`src/rtl/regseq_pkg.sv`:
```
// Shared opcodes, shift codes, FSM encodings and command bundle
// for the register-file operation sequencer.
package regseq_pkg;

  localparam logic [2:0] OP_MOVI = 3'b000;
  localparam logic [2:0] OP_MOV  = 3'b001;
  localparam logic [2:0] OP_ADD  = 3'b010;
  localparam logic [2:0] OP_CMP  = 3'b011;
  localparam logic [2:0] OP_AND  = 3'b100;
  localparam logic [2:0] OP_MVN  = 3'b101;

  localparam logic [1:0] SH_NONE = 2'b00;
  localparam logic [1:0] SH_LSL  = 2'b01;
  localparam logic [1:0] SH_LSR  = 2'b10;
  localparam logic [1:0] SH_ASR  = 2'b11;

  localparam logic [2:0] S_IDLE   = 3'd0;
  localparam logic [2:0] S_READ_A = 3'd1;
  localparam logic [2:0] S_READ_B = 3'd2;
  localparam logic [2:0] S_EXEC   = 3'd3;
  localparam logic [2:0] S_WRITE  = 3'd4;
  localparam logic [2:0] S_DONE   = 3'd5;

  typedef struct packed {
    logic [2:0] op;
    logic [2:0] rd;
    logic [2:0] rn;
    logic [2:0] rm;
    logic [1:0] shift;
  } cmd_t;

  function automatic logic is_rsvd(input logic [2:0] op);
    return op[2] & op[1];
  endfunction

  // First state entered after accepting a command.
  function automatic logic [2:0] first_state(
    input logic [2:0] op
  );
    logic [2:0] s;
    s = S_DONE;
    unique case (1'b1)
      (op == OP_MOVI):                 s = S_WRITE;
      (op == OP_MOV), (op == OP_MVN):  s = S_READ_B;
      (op == OP_ADD), (op == OP_AND),
      (op == OP_CMP):                  s = S_READ_A;
      default:                         s = S_DONE;
    endcase
    return s;
  endfunction

endpackage

```
`src/rtl/regfile_op_sequencer_if.sv`:
```
// Command handshake bundle for the register-file sequencer.
// master issues commands, slave (the sequencer) accepts them.
interface regfile_op_sequencer_if #(
  parameter int IMM_W = 8
);
  logic             cmd_valid;
  logic             cmd_ready;
  logic [2:0]       cmd_op;
  logic [2:0]       cmd_rd;
  logic [2:0]       cmd_rn;
  logic [2:0]       cmd_rm;
  logic [1:0]       cmd_shift;
  logic [IMM_W-1:0] cmd_imm;

  modport master (
    output cmd_valid, cmd_op, cmd_rd,
    output cmd_rn, cmd_rm, cmd_shift,
    output cmd_imm,
    input  cmd_ready
  );

  modport slave (
    input  cmd_valid, cmd_op, cmd_rd,
    input  cmd_rn, cmd_rm, cmd_shift,
    input  cmd_imm,
    output cmd_ready
  );
endinterface

```
`src/rtl/regseq_alu.sv`:
```
// Combinational shifter, ALU and status flag generation
// for the register-file sequencer.
module regseq_alu
  import regseq_pkg::*;
#(
  parameter int W = 16
) (
  input  logic [2:0]   op_i,
  input  logic [1:0]   shift_i,
  input  logic [W-1:0] a_i,
  input  logic [W-1:0] b_i,
  output logic [W-1:0] result_o,
  output logic         z_o,
  output logic         n_o,
  output logic         v_o
);

  logic [W-1:0] sb;
  logic [W-1:0] sum;
  logic [W-1:0] dif;

  always_comb begin
    sb = b_i;
    unique case (shift_i)
      SH_NONE: sb = b_i;
      SH_LSL:  sb = {b_i[W-2:0], 1'b0};
      SH_LSR:  sb = {1'b0, b_i[W-1:1]};
      SH_ASR:  sb = {b_i[W-1], b_i[W-1:1]};
      default: sb = b_i;
    endcase
  end

  assign sum = a_i + sb;
  assign dif = a_i - sb;

  always_comb begin
    result_o = '0;
    v_o      = 1'b0;
    unique case (1'b1)
      (op_i == OP_MOV): result_o = sb;
      (op_i == OP_AND): result_o = a_i & sb;
      (op_i == OP_MVN): result_o = ~sb;
      (op_i == OP_ADD): begin
        result_o = sum;
        v_o = ~(a_i[W-1] ^ sb[W-1])
            & (sum[W-1] ^ a_i[W-1]);
      end
      (op_i == OP_CMP): begin
        result_o = dif;
        v_o = (a_i[W-1] ^ sb[W-1])
            & (dif[W-1] ^ a_i[W-1]);
      end
      default: begin
        result_o = '0;
        v_o      = 1'b0;
      end
    endcase
  end

  assign z_o = (result_o == '0);
  assign n_o = result_o[W-1];

endmodule

```
`src/rtl/regfile_op_sequencer.sv`:
```
// Fetch/execute/writeback sequencer for the 8xW register file.
// Optional status flags: define REGSEQ_FLAGS_EN.
module regfile_op_sequencer
  import regseq_pkg::*;
#(
  parameter int W     = 16,
  parameter int IMM_W = 8
) (
  input  logic         clk,
  input  logic         rst_n,
  regfile_op_sequencer_if.slave cmd,
  output logic [2:0]   readnum,
  input  logic [W-1:0] rf_data,
  output logic [2:0]   writenum,
  output logic         write,
  output logic [W-1:0] data_in,
  output logic         done,
  output logic         err,
  output logic         flag_z,
  output logic         flag_n,
  output logic         flag_v
);

  logic [2:0]   state_q, state_d;
  cmd_t         cmd_q;
  logic [W-1:0] a_q, b_q, c_q;
  logic         accept;
  logic [W-1:0] imm_ext;
  logic [W-1:0] alu_res;
  logic         alu_z, alu_n, alu_v;

  assign cmd.cmd_ready = (state_q == S_IDLE);
  assign accept  = cmd.cmd_valid & cmd.cmd_ready;
  assign imm_ext = {{(W-IMM_W){cmd.cmd_imm[IMM_W-1]}},
                    cmd.cmd_imm};

  always_comb begin
    state_d = state_q;
    unique case (state_q)
      S_IDLE:
        if (accept) state_d = first_state(cmd.cmd_op);
      S_READ_A: state_d = S_READ_B;
      S_READ_B: state_d = S_EXEC;
      S_EXEC:
        state_d = (cmd_q.op == OP_CMP) ? S_DONE : S_WRITE;
      S_WRITE:  state_d = S_DONE;
      S_DONE:   state_d = S_IDLE;
      default:  state_d = S_IDLE;
    endcase
  end

  always_ff @(posedge clk or negedge rst_n) begin
    if (!rst_n) begin
      state_q <= S_IDLE;
      cmd_q   <= '0;
      a_q     <= '0;
      b_q     <= '0;
      c_q     <= '0;
    end else begin
      state_q <= state_d;
      if (accept) begin
        cmd_q.op    <= cmd.cmd_op;
        cmd_q.rd    <= cmd.cmd_rd;
        cmd_q.rn    <= cmd.cmd_rn;
        cmd_q.rm    <= cmd.cmd_rm;
        cmd_q.shift <= cmd.cmd_shift;
        if (cmd.cmd_op == OP_MOVI) c_q <= imm_ext;
      end
      if (state_q == S_READ_A) a_q <= rf_data;
      if (state_q == S_READ_B) b_q <= rf_data;
      // CMP only produces flags; C keeps the last result.
      if (state_q == S_EXEC && cmd_q.op != OP_CMP)
        c_q <= alu_res;
    end
  end

  regseq_alu #(.W(W)) u_alu (
    .op_i     (cmd_q.op),
    .shift_i  (cmd_q.shift),
    .a_i      (a_q),
    .b_i      (b_q),
    .result_o (alu_res),
    .z_o      (alu_z),
    .n_o      (alu_n),
    .v_o      (alu_v)
  );

  assign readnum  = (state_q == S_READ_A) ? cmd_q.rn :
                    (state_q == S_READ_B) ? cmd_q.rm :
                    3'd0;
  assign writenum = cmd_q.rd;
  assign data_in  = c_q;
  assign write    = (state_q == S_WRITE);
  assign done     = (state_q == S_DONE);
  assign err      = done & is_rsvd(cmd_q.op);

`ifdef REGSEQ_FLAGS_EN
  logic z_q, n_q, v_q;

  always_ff @(posedge clk or negedge rst_n) begin
    if (!rst_n) begin
      z_q <= 1'b0;
      n_q <= 1'b0;
      v_q <= 1'b0;
    end else if (state_q == S_EXEC) begin
      z_q <= alu_z;
      n_q <= alu_n;
      v_q <= alu_v;
    end
  end

  assign flag_z = z_q;
  assign flag_n = n_q;
  assign flag_v = v_q;
`else
  logic unused_flags;
  assign unused_flags = ^{alu_z, alu_n, alu_v};
  assign flag_z = 1'b0;
  assign flag_n = 1'b0;
  assign flag_v = 1'b0;
`endif

endmodule

```
`src/flat_wrapper.sv`:
```
// flat-port wrapper written by rule: the top's interface ports become plain ports
module regfile_op_sequencer_flat import regseq_pkg::*;
#(
  parameter int W     = 16,
  parameter int IMM_W = 8
)
  (clk, rst_n, readnum, rf_data, writenum, write, data_in, done, err, flag_z, flag_n, flag_v, cmd_cmd_valid, cmd_cmd_op, cmd_cmd_rd, cmd_cmd_rn, cmd_cmd_rm, cmd_cmd_shift, cmd_cmd_imm, cmd_cmd_ready);
  regfile_op_sequencer_if #(.IMM_W(IMM_W)) cmd_i ();
  input  logic clk;
  input  logic rst_n;
  output logic [2:0] readnum;
  input  logic [W-1:0] rf_data;
  output logic [2:0] writenum;
  output logic write;
  output logic [W-1:0] data_in;
  output logic done;
  output logic err;
  output logic flag_z;
  output logic flag_n;
  output logic flag_v;
  input wire logic [$bits(cmd_i.cmd_valid)-1:0] cmd_cmd_valid;
  input wire logic [$bits(cmd_i.cmd_op)-1:0] cmd_cmd_op;
  input wire logic [$bits(cmd_i.cmd_rd)-1:0] cmd_cmd_rd;
  input wire logic [$bits(cmd_i.cmd_rn)-1:0] cmd_cmd_rn;
  input wire logic [$bits(cmd_i.cmd_rm)-1:0] cmd_cmd_rm;
  input wire logic [$bits(cmd_i.cmd_shift)-1:0] cmd_cmd_shift;
  input wire logic [$bits(cmd_i.cmd_imm)-1:0] cmd_cmd_imm;
  output wire logic [$bits(cmd_i.cmd_ready)-1:0] cmd_cmd_ready;
  assign cmd_i.cmd_valid = cmd_cmd_valid;
  assign cmd_i.cmd_op = cmd_cmd_op;
  assign cmd_i.cmd_rd = cmd_cmd_rd;
  assign cmd_i.cmd_rn = cmd_cmd_rn;
  assign cmd_i.cmd_rm = cmd_cmd_rm;
  assign cmd_i.cmd_shift = cmd_cmd_shift;
  assign cmd_i.cmd_imm = cmd_cmd_imm;
  assign cmd_cmd_ready = cmd_i.cmd_ready;
  regfile_op_sequencer #(.W(W), .IMM_W(IMM_W)) u_core (.clk(clk), .rst_n(rst_n), .cmd(cmd_i), .readnum(readnum), .rf_data(rf_data), .writenum(writenum), .write(write), .data_in(data_in), .done(done), .err(err), .flag_z(flag_z), .flag_n(flag_n), .flag_v(flag_v));
endmodule
```
`config.mk`:
```
export PLATFORM = sky130hd
export DESIGN_NAME = regfile_op_sequencer_flat
export DESIGN_NICKNAME = d
export VERILOG_FILES = /design/src/rtl/regseq_pkg.sv /design/src/rtl/regfile_op_sequencer_if.sv /design/src/rtl/regseq_alu.sv /design/src/rtl/regfile_op_sequencer.sv /design/src/flat_wrapper.sv
export SDC_FILE = /design/constraint.sdc
export NUM_CORES = 1
export LEC_CHECK = 0
export CAP_MARGIN = 5
export CORE_UTILIZATION = 49
export DETAILED_ROUTE_END_ITERATION = 16
export DONT_BUFFER_PORTS = 1
export PLACE_DENSITY_LB_ADDON = 0.1
export SYNTH_ARGS = -nofsm -noshare
export SYNTH_HDL_FRONTEND = slang
export SYNTH_SLANG_ARGS = --single-unit
```
`constraint.sdc`:
```
create_clock -name clk -period 9 [get_ports clk]
set_input_delay 0.9 -clock clk [delete_from_list [all_inputs] [get_ports clk]]
set_output_delay 0.9 -clock clk [all_outputs]
set_load 0.01 [all_outputs]
```
==> results summary <==
The HPWL after detailed placement is 8.55 mm. The starting density of the core is 51.4%. STA classifies the critical path endpoint as a flop. The clock period minus worst slack is 4.20 ns. The via density per instance is 5.97.

The post-cts repair resize count is 0. Post-CTS timing repair inserted 0 buffers for setup. By area the synthesized netlist is led by sky130_fd_sc_hd__dfrtp_1, sky130_fd_sc_hd__mux2_2, sky130_fd_sc_hd__ha_1. The number of filler instances in the final layout came out at 897. In this run, the number of DRC markers left after iteration 0 of detailed routing was 141. The antenna diode instance count came out at 0.

The horizontal die dimension is 101 µm. The layout-stage area growth over the synthesis result came out at 4.78%. The H-tree depth came out at 3. The final-layout setup total negative slack came out at 0 ns. Port buffering added 0 buffers.

The multi-input gate area in the final layout came out at 3010 µm². The maximum number of pins on one net before global-route repair is 66. The fraction of registers with async set or reset after synthesis is 100%. The number of vias after detailed routing came out at 3,736. The die outline area is 10,300 µm². Setup repair after global routing left no endpoint under its margin. The global-route total usage across every layer came out at 23.6%.

The count of warnings emitted by yosys came out at 0. The part of the cycle the worst path needs came out at 46.7%. The data required time at the worst endpoint is 9.30 ns. The final number of hold-violating endpoints is 0. The post-synthesis register bit count came out at 65. By count the netlist is led by sky130_fd_sc_hd__dfrtp_1, sky130_fd_sc_hd__mux2_2, sky130_fd_sc_hd__nor2_1. The routability-driven placement congestion ratio came out at 0.895. Of all cell types, the one taking the most synthesized area is sky130_fd_sc_hd__dfrtp_1. The final layout contains 551 nets. The type of the worst setup path is flop to flop. In the final layout, flip-flops and latches occupy 1630 µm². At the placement stage, the worst setup path has a slack of 4.87 ns. After clock tree synthesis, the clock-pin slew on the worst setup and hold paths is 0.08 ns. Of all nets on the critical path, the largest fanout is 22. The max-slew violation total from the final report is 0.

In this run the tightest slew margin relative to its limit is 35.9%. TritonCTS built the clock tree. The path class of the tightest hold or removal check is input pin to asynchronous set/reset pin. The final setup slack of the worst path is 4.80 ns. The synthesized netlist contains 65 unique library cells. The via count of the first global-routing pass came out at 3,754. Of the cells placed in the final design, the portion with a size suffix greater than 1 is 16.9%. The share of the Yosys chip area taken by registers is 33.6%.

Clock tree synthesis inserted a total of 9 buffers. Among all flip-flop cells after synthesis, the most frequent one is sky130_fd_sc_hd__dfrtp_1. By instance count, the leading cell after synthesis is sky130_fd_sc_hd__dfrtp_1.

The total congestion overflow came out at 0. The first global-routing pass estimated 18.4 mm of wire. The routed wire length per instance is 18.3 µm. For the worst-skew pair, the clock arrives at the later sink with an insertion delay of 0.36 ns.

The detail route stage leaves a number of antenna-violating nets equal to 0. The number of instances in the synthesized netlist is 510. The hold-fix buffer count after cts came out at 0. The run finished with clean final reports. The count of maximum capacitance violations came out at 0.

The area of the mapped netlist is 4840 µm². In this run the biggest area consumer among cell types represents 33.6% of the synthesized area. The arrival time of data at the critical path endpoint is 4.50 ns. The setup violation total in the final timing report is 0. A synthesized cell averages 9.49 µm². For the final database, setup skew stands at 0.0105 ns.

The number of iterations in the first detailed-routing pass is 4. The initialized floorplan defines 35 standard-cell rows. The type of origin of the critical path is a flop. The clock passes through at most 2 buffers.

In this run the count of I/O pins placed on the die edge is 70. The number of antenna violations at the first check in global routing is 0. The total routed wirelength came out at 11.4 mm. In this run the vertical extent of the chip is 101 µm. The number of clock sinks came out at 65. After detailed routing, the number of remaining DRC violations is 0. At the pin with the least slew margin, the transition time is 0.962 ns.

For this run, the top clock speed supported by timing is 0.238 GHz. The clock tree root driver cell is sky130_fd_sc_hd__clkbuf_8. In this run the standard cell core region covers 9420 µm².

The number of synthesized flops with an enable pin is 0.
-- sequential cells by signal, summed over array words and instances (netlist names) --
register	cells
u_core.state_q	3
u_core.writenum	3
u_core.cmd_q	11
u_core.data_in	16
u_core.b_q	16
u_core.a_q	16
-- layout make-up --
class	instances	share of cell area (%)
inverter	12	0.888
sequential	65	32.1
tap	129	3.18
clock buffer	9	2.44
clock inverter	7	1.65
timing repair buffer	3	0.444
multi-input combinational	401	59.3
-- kinds of logic after synthesis --
kind of cell    share of synthesized area (%)
compound gates                           19.8
simple gates                             14.4
mux                                      19.1
flops                                    33.6
buf+inv                                  4.60
xor+xnor                                 3.62
fa+ha+maj                                4.81
other cells                            0.0775
-- path summary, 6_finish.rpt --
path,start,endpoint,slack (ns),cells past startpoint
max,u_core.cmd_q[0],u_core.data_in[14],4.80,13
min,rst_n,u_core.b_q[6],0.23,0
max reg2reg,u_core.cmd_q[0],u_core.data_in[14],4.80,13
min reg2reg,u_core.cmd_q[3],u_core.cmd_q[3],0.51,1
max in group asynchronous,rst_n,u_core.cmd_q[12],8.67,0
min in group clk,u_core.cmd_q[3],u_core.cmd_q[3],0.51,1
-- through the flow --
step	hold WS (ns)	instance area, µm²	util (%)	cells
after detailed placement	0.497	4860	51.6	610
after floorplan	0.481	4850	-	512
after CTS	0.212	5070	53.8	626
final	0.228	5070	53.8	626
after global routing	0.201	5070	53.8	626
after global placement	0.490	4860	51.6	610
-- worst max-delay path, stage by stage (launching register included) --
cell	delay (ns)
sky130_fd_sc_hd__dfrtp_1	0.95
sky130_fd_sc_hd__mux2_1	0.41
sky130_fd_sc_hd__mux2i_2	0.33
sky130_fd_sc_hd__and4_1	0.30
sky130_fd_sc_hd__nand3_1	0.12
sky130_fd_sc_hd__nor2_1	0.15
sky130_fd_sc_hd__a21oi_1	0.10
sky130_fd_sc_hd__xor2_1	0.16
sky130_fd_sc_hd__ha_1	0.36
sky130_fd_sc_hd__and2_1	0.20
sky130_fd_sc_hd__a221o_1	0.32
sky130_fd_sc_hd__a31oi_1	0.29
sky130_fd_sc_hd__mux2_2	0.38
sky130_fd_sc_hd__nand3_1	0.08
-- cells in the final DEF, fill, tap and decap left out, types with 3 or more instances in the layout --
master,instances
sky130_fd_sc_hd__a22oi_1,9
sky130_fd_sc_hd__xor2_1,9
sky130_fd_sc_hd__inv_1,12
sky130_fd_sc_hd__inv_6,3
sky130_fd_sc_hd__nor2_1,38
sky130_fd_sc_hd__mux2_1,11
sky130_fd_sc_hd__nand2b_1,12
sky130_fd_sc_hd__clkbuf_8,9
sky130_fd_sc_hd__buf_4,3
sky130_fd_sc_hd__a21o_1,10
sky130_fd_sc_hd__o21ai_0,20
sky130_fd_sc_hd__and3_1,5
sky130_fd_sc_hd__a21oi_1,36
sky130_fd_sc_hd__mux2i_1,15
sky130_fd_sc_hd__dfrtp_1,65
sky130_fd_sc_hd__and2_1,8
sky130_fd_sc_hd__nor3_1,7
sky130_fd_sc_hd__o21ai_1,16
sky130_fd_sc_hd__mux2i_4,3
sky130_fd_sc_hd__mux2_2,48
sky130_fd_sc_hd__o21a_1,11
sky130_fd_sc_hd__nor2b_1,12
sky130_fd_sc_hd__nand2_1,33
sky130_fd_sc_hd__o22ai_1,4
sky130_fd_sc_hd__a22o_1,3
sky130_fd_sc_hd__ha_1,17
sky130_fd_sc_hd__a31oi_1,3
sky130_fd_sc_hd__conb_1,3
sky130_fd_sc_hd__xnor2_1,11
sky130_fd_sc_hd__nand3b_1,3
sky130_fd_sc_hd__a211oi_1,6
sky130_fd_sc_hd__nand3_1,9
-- layer usage --
| layer | vias to the layer above | wire, µm | global-route usage, % |
|---|---|---|---|
| met3 | 18 | 523 | 5.45 |
| met5 | - | 0 | 0 |
| li1 | 1800 | - | - |
| met1 | 1828 | 4960 | 27.1 |
| met4 | 0 | 267 | 8.14 |
| met2 | 90 | 5680 | 43.0 |
Power is not shown: default switching activity piles up to over one toggle a cycle in this logic, so the estimate is an artifact.
